**src/rtl/mem_seq_if.sv**
```systemverilog
// rtl/mem_seq_if.sv - request/response handshake and SRAM strobe bundle for mem_seq
interface mem_seq_if #(
  parameter int ADDR_W = 20,
  parameter int DATA_W = 16
);
  // CPU-side request
  logic              req_valid;
  logic              req_we;
  logic [1:0]        req_be;
  logic [ADDR_W-1:0] req_addr;
  logic [DATA_W-1:0] req_wdata;
  logic              req_ready;

  // CPU-side response and status
  logic              rsp_valid;
  logic [DATA_W-1:0] rsp_rdata;
  logic              busy;

  // Mem2IO / SRAM side
  logic [ADDR_W-1:0] ADDR;
  logic              CE;
  logic              UB;
  logic              LB;
  logic              OE;
  logic              WE;
  logic [DATA_W-1:0] Data_to_Mem;
  logic [DATA_W-1:0] Data_from_Mem;

  // The sequencer itself
  modport slave (
    input  req_valid, req_we, req_be, req_addr, req_wdata, Data_from_Mem,
    output req_ready, rsp_valid, rsp_rdata, busy,
    output ADDR, CE, UB, LB, OE, WE, Data_to_Mem
  );

  // The requester / memory side
  modport master (
    output req_valid, req_we, req_be, req_addr, req_wdata, Data_from_Mem,
    input  req_ready, rsp_valid, rsp_rdata, busy,
    input  ADDR, CE, UB, LB, OE, WE, Data_to_Mem
  );
endinterface

```
**src/rtl/mem_seq.sv**
```systemverilog
// rtl/mem_seq.sv - single-word SRAM access sequencer with registered active-low strobes
module mem_seq #(
  parameter int WAIT_CYCLES = 2,
  parameter int ADDR_W      = 20,
  parameter int DATA_W      = 16
) (
  input  logic      Clk,
  input  logic      Reset,
  mem_seq_if.slave  bus
);

  // A zero-wait build would leave no strobe-low cycle at all, so clamp to one.
  localparam int WC = (WAIT_CYCLES < 1) ? 1 : WAIT_CYCLES;
  localparam int CW = (WC > 1) ? $clog2(WC) : 1;
  localparam logic [CW-1:0] CNT_LOAD = CW'(WC - 1);

  localparam logic [1:0] S_IDLE   = 2'd0;
  localparam logic [1:0] S_SETUP  = 2'd1;
  localparam logic [1:0] S_ACCESS = 2'd2;
  localparam logic [1:0] S_DONE   = 2'd3;

  logic [1:0]        state_q, state_d;
  logic [CW-1:0]     cnt_q, cnt_d;
  logic              we_q, we_d;
  logic [1:0]        be_q, be_d;
  logic [ADDR_W-1:0] addr_q, addr_d;
  logic [DATA_W-1:0] wdata_q, wdata_d;
  logic [DATA_W-1:0] rdata_q, rdata_d;
  logic              rsp_q, rsp_d;
  logic              ce_q, ce_d;
  logic              ub_q, ub_d;
  logic              lb_q, lb_d;
  logic              oe_q, oe_d;
  logic              wr_q, wr_d;

  // Sequencing: accept in IDLE, one setup cycle, WC access cycles, one hold cycle.
  always_comb begin
    state_d = state_q;
    cnt_d   = cnt_q;
    we_d    = we_q;
    be_d    = be_q;
    addr_d  = addr_q;
    wdata_d = wdata_q;
    rdata_d = rdata_q;
    case (state_q)
      S_IDLE: begin
        if (bus.req_valid) begin
          state_d = S_SETUP;
          we_d    = bus.req_we;
          be_d    = bus.req_be;
          addr_d  = bus.req_addr;
          wdata_d = bus.req_wdata;
        end
      end
      S_SETUP: begin
        state_d = S_ACCESS;
        cnt_d   = CNT_LOAD;
      end
      S_ACCESS: begin
        if (cnt_q == '0) begin
          state_d = S_DONE;
          if (!we_q) begin
            rdata_d = bus.Data_from_Mem;
          end
        end else begin
          cnt_d = cnt_q - CW'(1);
        end
      end
      default: begin
        state_d = S_IDLE;
      end
    endcase
  end

  // Strobes are derived from the state being entered so they change on the same edge
  // as the state register and come straight out of flops (no decode glitches).
  always_comb begin
    ce_d  = 1'b1;
    ub_d  = 1'b1;
    lb_d  = 1'b1;
    oe_d  = 1'b1;
    wr_d  = 1'b1;
    rsp_d = (state_d == S_DONE);
    if (state_d != S_IDLE) begin
      ce_d = 1'b0;
      ub_d = ~be_d[1];
      lb_d = ~be_d[0];
    end
    case (state_d)
      S_SETUP: begin
        oe_d = we_d;
      end
      S_ACCESS: begin
        oe_d = we_d;
        wr_d = ~we_d;
      end
      default: begin
      end
    endcase
  end

  // State, latched request and output registers; reset drops any in-flight access.
  always_ff @(posedge Clk or posedge Reset) begin
    if (Reset) begin
      state_q <= S_IDLE;
      cnt_q   <= '0;
      we_q    <= 1'b0;
      be_q    <= 2'b00;
      addr_q  <= '0;
      wdata_q <= '0;
      rdata_q <= '0;
      rsp_q   <= 1'b0;
      ce_q    <= 1'b1;
      ub_q    <= 1'b1;
      lb_q    <= 1'b1;
      oe_q    <= 1'b1;
      wr_q    <= 1'b1;
    end else begin
      state_q <= state_d;
      cnt_q   <= cnt_d;
      we_q    <= we_d;
      be_q    <= be_d;
      addr_q  <= addr_d;
      wdata_q <= wdata_d;
      rdata_q <= rdata_d;
      rsp_q   <= rsp_d;
      ce_q    <= ce_d;
      ub_q    <= ub_d;
      lb_q    <= lb_d;
      oe_q    <= oe_d;
      wr_q    <= wr_d;
    end
  end

  assign bus.req_ready   = (state_q == S_IDLE);
  assign bus.busy        = (state_q != S_IDLE);
  assign bus.rsp_valid   = rsp_q;
  assign bus.rsp_rdata   = rdata_q;
  assign bus.ADDR        = addr_q;
  assign bus.Data_to_Mem = wdata_q;
  assign bus.CE          = ce_q;
  assign bus.UB          = ub_q;
  assign bus.LB          = lb_q;
  assign bus.OE          = oe_q;
  assign bus.WE          = wr_q;

endmodule

```
**src/flat_wrapper.sv**
```systemverilog
// flat-port wrapper written by rule: the top's interface ports become plain ports
module mem_seq_flat 
#(
  parameter int WAIT_CYCLES = 2,
  parameter int ADDR_W      = 20,
  parameter int DATA_W      = 16
)
  (Clk, Reset, bus_req_valid, bus_req_we, bus_req_be, bus_req_addr, bus_req_wdata, bus_Data_from_Mem, bus_req_ready, bus_rsp_valid, bus_rsp_rdata, bus_busy, bus_ADDR, bus_CE, bus_UB, bus_LB, bus_OE, bus_WE, bus_Data_to_Mem);
  mem_seq_if #(.ADDR_W(ADDR_W), .DATA_W(DATA_W)) bus_i ();
  input  logic Clk;
  input  logic Reset;
  input wire logic [$bits(bus_i.req_valid)-1:0] bus_req_valid;
  input wire logic [$bits(bus_i.req_we)-1:0] bus_req_we;
  input wire logic [$bits(bus_i.req_be)-1:0] bus_req_be;
  input wire logic [$bits(bus_i.req_addr)-1:0] bus_req_addr;
  input wire logic [$bits(bus_i.req_wdata)-1:0] bus_req_wdata;
  input wire logic [$bits(bus_i.Data_from_Mem)-1:0] bus_Data_from_Mem;
  output wire logic [$bits(bus_i.req_ready)-1:0] bus_req_ready;
  output wire logic [$bits(bus_i.rsp_valid)-1:0] bus_rsp_valid;
  output wire logic [$bits(bus_i.rsp_rdata)-1:0] bus_rsp_rdata;
  output wire logic [$bits(bus_i.busy)-1:0] bus_busy;
  output wire logic [$bits(bus_i.ADDR)-1:0] bus_ADDR;
  output wire logic [$bits(bus_i.CE)-1:0] bus_CE;
  output wire logic [$bits(bus_i.UB)-1:0] bus_UB;
  output wire logic [$bits(bus_i.LB)-1:0] bus_LB;
  output wire logic [$bits(bus_i.OE)-1:0] bus_OE;
  output wire logic [$bits(bus_i.WE)-1:0] bus_WE;
  output wire logic [$bits(bus_i.Data_to_Mem)-1:0] bus_Data_to_Mem;
  assign bus_i.req_valid = bus_req_valid;
  assign bus_i.req_we = bus_req_we;
  assign bus_i.req_be = bus_req_be;
  assign bus_i.req_addr = bus_req_addr;
  assign bus_i.req_wdata = bus_req_wdata;
  assign bus_i.Data_from_Mem = bus_Data_from_Mem;
  assign bus_req_ready = bus_i.req_ready;
  assign bus_rsp_valid = bus_i.rsp_valid;
  assign bus_rsp_rdata = bus_i.rsp_rdata;
  assign bus_busy = bus_i.busy;
  assign bus_ADDR = bus_i.ADDR;
  assign bus_CE = bus_i.CE;
  assign bus_UB = bus_i.UB;
  assign bus_LB = bus_i.LB;
  assign bus_OE = bus_i.OE;
  assign bus_WE = bus_i.WE;
  assign bus_Data_to_Mem = bus_i.Data_to_Mem;
  mem_seq #(.WAIT_CYCLES(WAIT_CYCLES), .ADDR_W(ADDR_W), .DATA_W(DATA_W)) u_core (.Clk(Clk), .Reset(Reset), .bus(bus_i));
endmodule
```
**config.mk**
```make
export PLATFORM = sky130hd
export DESIGN_NAME = mem_seq_flat
export DESIGN_NICKNAME = d
export VERILOG_FILES = /design/src/rtl/mem_seq_if.sv /design/src/rtl/mem_seq.sv /design/src/flat_wrapper.sv
export SDC_FILE = /design/constraint.sdc
export NUM_CORES = 1
export LEC_CHECK = 0
export BUFFER_PORTS_ARGS = -buffer_cell sky130_fd_sc_hd__buf_2
export CAP_MARGIN = 20
export CORE_MARGIN = 2
export CORE_UTILIZATION = 41
export CTS_BUF_LIST = sky130_fd_sc_hd__clkbuf_16
export DETAILED_ROUTE_END_ITERATION = 8
export PLACE_DENSITY_LB_ADDON = 0.25
export SYNTH_ARGS = -nofsm -noshare
export SYNTH_HDL_FRONTEND = slang
export SYNTH_SLANG_ARGS = --single-unit
export TNS_END_PERCENT = 30
```
**constraint.sdc**
```tcl
create_clock -name Clk -period 1.9 [get_ports Clk]
set_input_delay 0 -clock Clk [delete_from_list [all_inputs] [get_ports Clk]]
set_output_delay 0 -clock Clk [all_outputs]
set_load 0.1 [all_outputs]
```
==> flow_metrics.tcl, run 1 <==
set metrics [dict create \
    outcome "finished clean" \
    io_pins 118 \
    timing.rr.end "u_core.bus.OE$_DFF_PP1_" \
    antennaDiodeCount 0 \
    antenna_found_initial 0 \
    setup_viol_count_final 0 \
    worstSetupStartpointType "flop" \
    slowest_delay_ps 400 \
    avgSynthCellArea_um2 16.4 \
    skew_ps 4.41 \
    clock-sinks 64 \
    vias 1905 \
    postRouteAntennaNets 0 \
    layout_min_cycle_time_ps 1780 \
    netlist_area_mm2 0.00251 \
    final_nets 398 \
    min_to "u_core.bus.UB$_DFF_PP1_" \
    reg2regPathDepth 6 \
    crit_buf_inv 1 \
    utilization 0.688 \
    place.gp.congestion 0.690 \
    synth_cell_types 22 \
    grtUsageTotal 0.180 \
    worstPathRequired_ps 2140 \
    finalCritPeriodShare 0.936 \
    yosysSeqAreaShare 0.641 \
    avgRoutedWirePerCell_um 14.4 \
    layout.area.seq_mm2 0.00161 \
    arrival_ps 2020 \
    worst_pin_slew_ps 501 \
    cts_tree "done" \
    cts_root_buf "clkbuf_16" \
    n_fill_cell 408 \
    hp-class "in -> reg" \
    grt_pass1_wl_um 8830 \
    cap_viol_max_count 0 \
    drive_above_1_share 0.606 \
    end_kind "flop" \
    drtIter0Drc 42 \
    crit_path_cell_trace "inv_2, ha_1, o21ai_0, a31o_4, ha_4, or3b_4" \
    die_area_mm2 0.00676 \
    synth.net_count 216 \
    post-cts-setup-buffers 0 \
    syn2layout_area_growth_pct 62.3 \
    cp_top_family "adder cells" \
    grt_pass1_vias 1902 \
    hp-start "bus_req_be[1]" \
    clk_latency_ps 320 \
    path_max_fanout 4 \
    finalHoldViolCount 0 \
    rr_startpoint "u_core.state_q[0]$_DFF_PP0_" \
    rsz0062_at_grt "false" \
    tns_ps 0 \
    synth_seq_cells 64 \
    cts_made_buffers 9 \
    start_util 0.424 \
    crit_cells 6 \
    drc_errors 0 \
    firstDrtPassIters 4 \
    yosys_warnings 0 \
    rows 28 \
    max_freq_mhz 562 \
    dp_cells 345 \
    gr-total-overflow 0 \
    worstSetupPathType "reg -> reg" \
    wirelength_um 5960 \
    syn_inst 153 \
    grt_start_max_net_pins 39 \
    hpwl_um 3650 \
    port_buffers 117 \
    final_cells 415 \
    slew_headroom 0.668 \
    post-place-ws_ps 116 \
    die_y_um 82.2 \
    crit_slowest_cell "dfrtp_1" \
    reg2reg_slack_ps 120 \
    multi_input_area_um2 875 \
    setup_slack_ps 121 \
    core-area_mm2 0.00592 \
    htree_num_levels 3 \
    die_w_um 82.2 \
    min_path_cells 3 \
    finalMaxSlewViolations 0 \
    clk_path_buf_depth 2 \
    vias_per_cell 4.59 \
    path_clk_slew_ps 50 \
]
synth_stat cells:
| cell | n | area (µm²) |
|---|---|---|
| inv_1 | 5 | 18.8 |
| or2_2 | 3 | 18.8 |
| dfstp_2 | 5 | 131 |
| and3_1 | 3 | 18.8 |
| a311oi_2 | 1 | 15.0 |
| or3b_2 | 1 | 8.76 |
| o21ai_0 | 2 | 10.0 |
| o21bai_1 | 2 | 15.0 |
| a31o_2 | 1 | 8.76 |
| buf_6 | 3 | 33.8 |
| ha_1 | 5 | 62.6 |
| dfrtp_1 | 59 | 1480 |
| nor2_1 | 1 | 3.75 |
| a31oi_1 | 1 | 6.26 |
| nand2b_1 | 1 | 6.26 |
| nand2_2 | 1 | 6.26 |
| mux2_4 | 7 | 105 |
| a21boi_0 | 3 | 22.5 |
| nor3b_4 | 1 | 18.8 |
| mux2_2 | 45 | 507 |
| buf_2 | 2 | 10.0 |
| a21oi_1 | 1 | 5.00 |
worst max path at each step:
stage / from / endpoint
6_report: u_core.state_q[0]$_DFF_PP0_ / u_core.bus.OE$_DFF_PP1_
5_1_grt: u_core.state_q[0]$_DFF_PP0_ / u_core.bus.OE$_DFF_PP1_
4_1_cts: u_core.state_q[0]$_DFF_PP0_ / u_core.bus.OE$_DFF_PP1_
3_5_place_dp: u_core.state_q[0]$_DFF_PP0_ / u_core.bus.OE$_DFF_PP1_
3_3_place_gp: u_core.state_q[0]$_DFF_PP0_ / u_core.bus.OE$_DFF_PP1_
2_1_floorplan: u_core.state_q[1]$_DFF_PP0_ / u_core.bus.OE$_DFF_PP1_
kinds of logic after synthesis:
group | synth area share
AOI/OAI and AO/OA | 0.0329
adders and majority gates | 0.0249
buffers and inverters | 0.0249
DFF | 0.641
muxes | 0.244
and+or+nand+nor | 0.0324
what timing repair did:
action | CTS | global route
gates resized for setup | 0 | 0
hold buffers | 54 | 0
hold endpoints to repair | 112 | 0
through the flow:
stage,area (µm²),hold slack [ps]
2_1_floorplan,2550,149
3_3_place_gp,3240,56.9
3_5_place_dp,3240,57.5
4_1_cts,4070,25.7
5_1_grt,4070,69.1
6_report,4070,23.9
cell usage in the layout, fill, tap and decap left out, drive strengths merged:
| cell | Yosys | final |
|---|---|---|
| clkinvlp | 0 | 2 |
| a21boi | 3 | 3 |
| clkinv | 0 | 4 |
| dfrtp | 59 | 59 |
| or2 | 3 | 3 |
| nand2b | 1 | 1 |
| nor3b | 1 | 1 |
| o21ai | 2 | 2 |
| dlygate4sd3 | 0 | 54 |
| bufinv | 0 | 1 |
| a21oi | 1 | 1 |
| nand2 | 1 | 1 |
| ha | 5 | 5 |
| nor2 | 1 | 1 |
| clkbuf | 0 | 9 |
| o21bai | 2 | 2 |
| and3 | 3 | 3 |
| dfstp | 5 | 5 |
| or3b | 1 | 1 |
| buf | 5 | 122 |
| a311oi | 1 | 1 |
| inv | 5 | 5 |
| a31o | 1 | 1 |
| a31oi | 1 | 1 |
| mux2 | 52 | 52 |
sequential cells by signal (all words and copies together), names as in the netlist:
name and flops:
u_core.bus.rsp_rdata 16, u_core.be_q 2, u_core.bus.UB 1, u_core.bus.WE 1, u_core.bus.rsp_valid 1, u_core.we_q 1
u_core.bus.Data_to_Mem 16, u_core.state_q 2, u_core.bus.CE 1, u_core.bus.LB 1, u_core.bus.ADDR 20, u_core.bus.OE 1
u_core.cnt_q 1
cell type report:
class | count | area share
Sequential cell | 64 | 0.395
Timing Repair Buffer | 176 | 0.292
Multi-Input combinational cell | 79 | 0.215
Clock buffer | 9 | 0.0553
Tap cell | 75 | 0.0230
Clock inverter | 7 | 0.0154
Inverter | 5 | 0.00461
worst min-delay path, stage by stage:
cell and delay (ps):
buf_2 80, and3_1 160, o21bai_1 90
per-layer routing:
metal	track usage	share of wire	vias up
met4	0.0800	0.017	0
met5	0	0	-
met3	0.0576	0.062	11
met2	0.319	0.52	74
li1	-	-	907
met1	0.196	0.40	913
Power of run 1 is not shown: default switching activity piles up to over one toggle a cycle in this logic, so the estimate is an artifact.
==> run 2, diff against run 1 <==
--- a/config.mk
+++ b/config.mk
@@ -5,10 +5,11 @@
 export SDC_FILE = /design/constraint.sdc
 export NUM_CORES = 1
 export LEC_CHECK = 0
+export ABC_AREA = 1
 export BUFFER_PORTS_ARGS = -buffer_cell sky130_fd_sc_hd__buf_2
 export CAP_MARGIN = 20
 export CORE_MARGIN = 2
-export CORE_UTILIZATION = 41
+export CORE_UTILIZATION = 42
 export CTS_BUF_LIST = sky130_fd_sc_hd__clkbuf_16
 export DETAILED_ROUTE_END_ITERATION = 8
 export PLACE_DENSITY_LB_ADDON = 0.25
==> flow_metrics.tcl, run 2 <==
set metrics [dict create \
    outcome "finished clean" \
    worstSetupPathType "reg -> out" \
    cts_made_buffers 9 \
    core-area_mm2 0.00589 \
    n_fill_cell 437 \
    layout_min_cycle_time_ps 1710 \
    max_freq_mhz 586 \
    die_y_um 82.0 \
    clk_latency_ps 310 \
    htree_num_levels 3 \
    slew_headroom 0.651 \
    worstSetupStartpointType "flop" \
    path_clk_slew_ps 50 \
    worst_pin_slew_ps 522 \
    synthMuxAreaShare 0 \
    wirelength_um 7080 \
    final_nets 513 \
    port_buffers 117 \
    final_cells 530 \
    drtIter0Drc 156 \
    drc_errors 0 \
    reg2reg_slack_ps 340 \
    setup_viol_count_final 0 \
    post-cts-setup-buffers 0 \
    clock-sinks 64 \
    antenna_found_initial 0 \
    synthTopCellsByCount "nand2_1, dfrtp_1, nand3_1" \
    post-place-ws_ps 196 \
    hp-start "bus_req_valid" \
    synthAdderAreaFrac 0.0245 \
    arrival_ps 1710 \
    tns_ps 0 \
    start_util 0.435 \
    skew_ps 4.23 \
    ys_top_cells_by_area "dfrtp_1, nand2_1, nand3_1" \
    finalHoldViolCount 0 \
    antennaDiodeCount 0 \
    synth_cell_types 15 \
    synth_top_area_frac 0.577 \
    cp-startpoint "u_core.state_q[0]$_DFF_PP0_" \
    avgRoutedWirePerCell_um 13.4 \
    vias 2495 \
    synth.net_count 337 \
    syn_inst 274 \
    rsz0062_at_grt "false" \
    async_flop_share 1.00 \
    hpwl_um 4360 \
    clk_path_buf_depth 2 \
    final_cell_mix "nand2_1, buf_2, dfrtp_1" \
    syn2layout_area_growth_pct 60.3 \
    synthSimpleGateAreaFrac 0.289 \
    layout.area.seq_mm2 0.00161 \
    yosys_warnings 0 \
    io_pins 118 \
    place.gp.congestion 0.736 \
    die_w_um 82.0 \
    layout_commonest_cell "nand2_1" \
    multi_input_area_um2 828 \
    yosysSeqAreaShare 0.629 \
    finalCritPeriodShare 0.898 \
    die_area_mm2 0.00673 \
    vias_per_cell 4.71 \
    grt_pass1_vias 2451 \
    rows 28 \
    synth_top_family_by_area "simple AND/OR/NAND/NOR gates" \
    finalMaxSlewViolations 0 \
    netlist_area_mm2 0.00256 \
    end_kind "primary output" \
    synth_xor_area_frac 0 \
    grt_start_max_net_pins 39 \
    firstDrtPassIters 4 \
    hp-class "in -> reg" \
    cts_root_buf "clkbuf_16" \
    cts_tree "done" \
    gr-total-overflow 0 \
    yosys.area.top_type "dfrtp_1" \
    rr_startpoint "u_core.state_q[0]$_DFF_PP0_" \
    avgSynthCellArea_um2 9.33 \
    setup_slack_ps 194 \
    grt_pass1_wl_um 11200 \
    path_max_fanout 18 \
    worstPathRequired_ps 1900 \
    grtUsageTotal 0.223 \
    synth-edff-count 0 \
    cap_viol_max_count 0 \
    synth_seq_cells 64 \
    dp_cells 458 \
    whs_ps 178 \
    synth-compound-area-share 0.00587 \
    yosys.cell_count.top_type "nand2_1" \
    largest_reg_flops 20 \
    postRouteAntennaNets 0 \
    drive_above_1_share 0.327 \
    synth_ff_type "dfrtp_1" \
]
## run 2: worst max-delay path, cell delays in order, from the launching register on
cell and delay [ps]:
dfrtp_1 390, inv_1 140, ha_4 260, buf_4 260
inv_1 50, buf_2 290
## run 2: stage by stage
step           cell area, µm²   util
2_1_floorplan            2560      -
3_3_place_gp             3220  0.547
3_5_place_dp             3220  0.547
4_1_cts                  4090  0.695
5_1_grt                  4100  0.697
6_report                 4100  0.697
## run 2: area by class of cell
type	count	share of cell area
clock buffer	9	0.0549
clock inverter	7	0.0211
inverter	10	0.00915
multi-input combinational	184	0.202
sequential	64	0.392
tap	75	0.0229
timing repair buffer	181	0.298
## run 2: kinds of logic after synthesis
logic type                 Yosys count
buffers and inverters               26
and+or+nand+nor                    176
DFF                                 64
adders and majority gates            5
AOI/OAI and AO/OA                    3
## run 2: worst paths after layout
kind / endpoint / cells after the start
min: u_core.bus.Data_to_Mem[10]$_DFFE_PP0P_ / 4
max reg2reg: u_core.bus.ADDR[4]$_DFFE_PP0P_ / 6
max in group asynchronous: u_core.bus.UB$_DFF_PP1_ / 4
min in group asynchronous: u_core.bus.rsp_rdata[5]$_DFFE_PP0P_ / 3
max: bus_busy / 5
min reg2reg: u_core.bus.rsp_rdata[10]$_DFFE_PP0P_ / 2
## run 2: per-layer routing
metal	vias to the layer above	GRT usage	part of all wire
met1	1175	0.257	0.41
met2	82	0.395	0.52
li1	1221	-	-
met4	0	0.112	0.022
met3	17	0.0407	0.045
met5	-	0	0
## run 2: timing repair
action,in CTS,in global routing
resized for setup,0,1
hold buffers,56,0
endpoints found under the setup margin,0,1
endpoints found under the hold margin,80,0
Power of run 2 is left out for the same reason.
==> run 3, diff against run 2 <==
==> constraint.sdc (replaced) <==
create_clock -name Clk -period 1.9 [get_ports Clk]
set_input_delay 0 -clock Clk [delete_from_list [all_inputs] [get_ports Clk]]
set_output_delay 0 -clock Clk [all_outputs]
set_load 0.01 [all_outputs]
==> flow_metrics.tcl, run 3 (same netlist as run 2, synthesis figures left out) <==
set metrics [dict create \
    core-area_mm2 0.00589 \
    crit_top_cell "inv_1" \
    final_nets 512 \
    tns_ps 0 \
    wirelength_um 6920 \
    rows 28 \
    slowest_delay_ps 400 \
    grtUsageTotal 0.210 \
    grt_pass1_wl_um 10500 \
    cp-startpoint "u_core.state_q[0]$_DFF_PP0_" \
    cts_resized 0 \
    die_w_um 82.0 \
    vias_per_cell 4.65 \
    vias 2457 \
    rr_startpoint "u_core.state_q[0]$_DFF_PP0_" \
    die_y_um 82.0 \
    worstSetupStartpointType "flop" \
    end_kind "primary output" \
    finalMaxSlewViolations 0 \
    path_clk_slew_ps 50 \
    path_max_fanout 39 \
    endpoint "bus_busy" \
    clk_latency_ps 330 \
    intPower_mw 3.88 \
    grt_start_max_net_pins 40 \
    layout.area.seq_mm2 0.00161 \
    worst_pin_slew_ps 480 \
    cts.hold.buffers_added 56 \
    powerDensity_mw_per_mm2 1560 \
    gr-total-overflow 0 \
    switchingPower_mw 2.37 \
    seq_power_share 0.380 \
    io_pins 118 \
    skew_ps 11.7 \
    drc_errors 0 \
    post-cts-setup-buffers 0 \
    worstPathRequired_ps 1900 \
    place.gp.congestion 0.755 \
    syn2layout_area_growth_pct 57.2 \
    cp_top_family "buffers and inverters" \
    crit_buf_inv 4 \
    pwr-share-comb 0.397 \
    timing.rr.end "u_core.bus.rsp_rdata[10]$_DFFE_PP0P_" \
    start_util 0.435 \
    setup_viol_count_final 0 \
    final_cell_mix "nand2_1, buf_2, dfrtp_1" \
    largest_reg_flops 20 \
    clk_path_buf_depth 2 \
    final_cells 528 \
    hp-class "in -> reg" \
    slew_headroom 0.680 \
    layout_commonest_cell "nand2_1" \
    dp_cells 457 \
    clock-sinks 64 \
    crit_slowest_cell "dfrtp_1" \
    finalHoldViolCount 0 \
    crit_cells 5 \
    cts_tree "done" \
    max_freq_mhz 579 \
    htree_num_levels 3 \
    drive_above_1_share 0.318 \
    power_leakage_nw 2.23 \
    multi_input_area_um2 816 \
    antenna_found_initial 0 \
    cts_root_buf "clkbuf_16" \
    worstSetupPathType "reg -> out" \
    outcome "finished clean" \
    swShare 0.379 \
    finalCritPeriodShare 0.910 \
    hpwl_um 4170 \
    postRouteAntennaNets 0 \
    drtIter0Drc 137 \
    antennaDiodeCount 0 \
    cts_made_buffers 9 \
    grt_pass1_vias 2316 \
    firstDrtPassIters 4 \
    avgRoutedWirePerCell_um 13.1 \
    reg2regPathDepth 6 \
    n_fill_cell 479 \
    port_buffers 117 \
    crit_path_cell_trace "inv_1, ha_1, buf_4, inv_1, buf_2" \
    arrival_ps 1730 \
    reg2reg_slack_ps 420 \
    ir_drop_v 0.000892 \
    cap_viol_max_count 0 \
    die_area_mm2 0.00673 \
    rsz0062_at_grt "false" \
    power.share.clock 0.223 \
    layout_min_cycle_time_ps 1730 \
]
-- run 3: worst min path at each step --
stage,startpoint,slack (ps),depth (start not counted),to
2_1_floorplan,bus_req_addr[0],130,2,u_core.bus.ADDR[0]$_DFFE_PP0P_
3_3_place_gp,Reset,80,3,u_core.bus.ADDR[1]$_DFFE_PP0P_
3_5_place_dp,Reset,90,3,u_core.bus.ADDR[1]$_DFFE_PP0P_
4_1_cts,bus_req_valid,110,5,u_core.state_q[0]$_DFF_PP0_
5_1_grt,bus_req_valid,170,5,u_core.state_q[0]$_DFF_PP0_
6_report,bus_req_valid,120,5,u_core.state_q[0]$_DFF_PP0_
-- run 3: metrics by stage --
step / setup WS [ps] / hold WS [ps] / utilization / cell area (µm²) / total power, mW
4_1_cts: 245 / 113 / 0.683 / 4020 / 6.30
5_1_grt: 92.1 / 166 / 0.683 / 4020 / 6.74
2_1_floorplan: 310 / 133 / - / 2560 / 3.83
3_5_place_dp: 437 / 88.8 / 0.545 / 3210 / 4.78
6_report: 172 / 121 / 0.683 / 4020 / 6.25
3_3_place_gp: 518 / 84.3 / 0.545 / 3210 / 4.71
-- run 3: tightest hold or removal path, cell delays in order --
cell and delay (ps):
buf_2 100, o21ai_0 80, nand2_1 60, nand2_1 90
inv_1 80
-- run 3: final cells by class --
type	instances	area share
sequential	64	0.400
timing repair buffer	180	0.301
multi-input combinational	184	0.203
clock buffer	9	0.0560
tap	75	0.0233
inverter	10	0.00934
clock inverter	6	0.00716
-- run 3: per-layer routing --
metal  routed length, µm  part of all wire  vias to the layer above  GRT usage
met1                2850              0.41                     1141      0.259
met4                  76             0.011                        0      0.103
li1                    -                 -                     1217          -
met2                3590              0.52                       91      0.351
met5                   0                 0                        -          0
met3                 395             0.057                        8     0.0407
-- run 3: power groups by stage --
stage	clock (mW)	sequential (mW)	combinational, mW
2_1_floorplan	0	2.66	1.17
3_3_place_gp	0	2.36	2.35
3_5_place_dp	0	2.37	2.41
4_1_cts	1.43	2.37	2.50
5_1_grt	1.49	2.44	2.81
6_report	1.39	2.38	2.48
(Power assumes the default switching activity.)
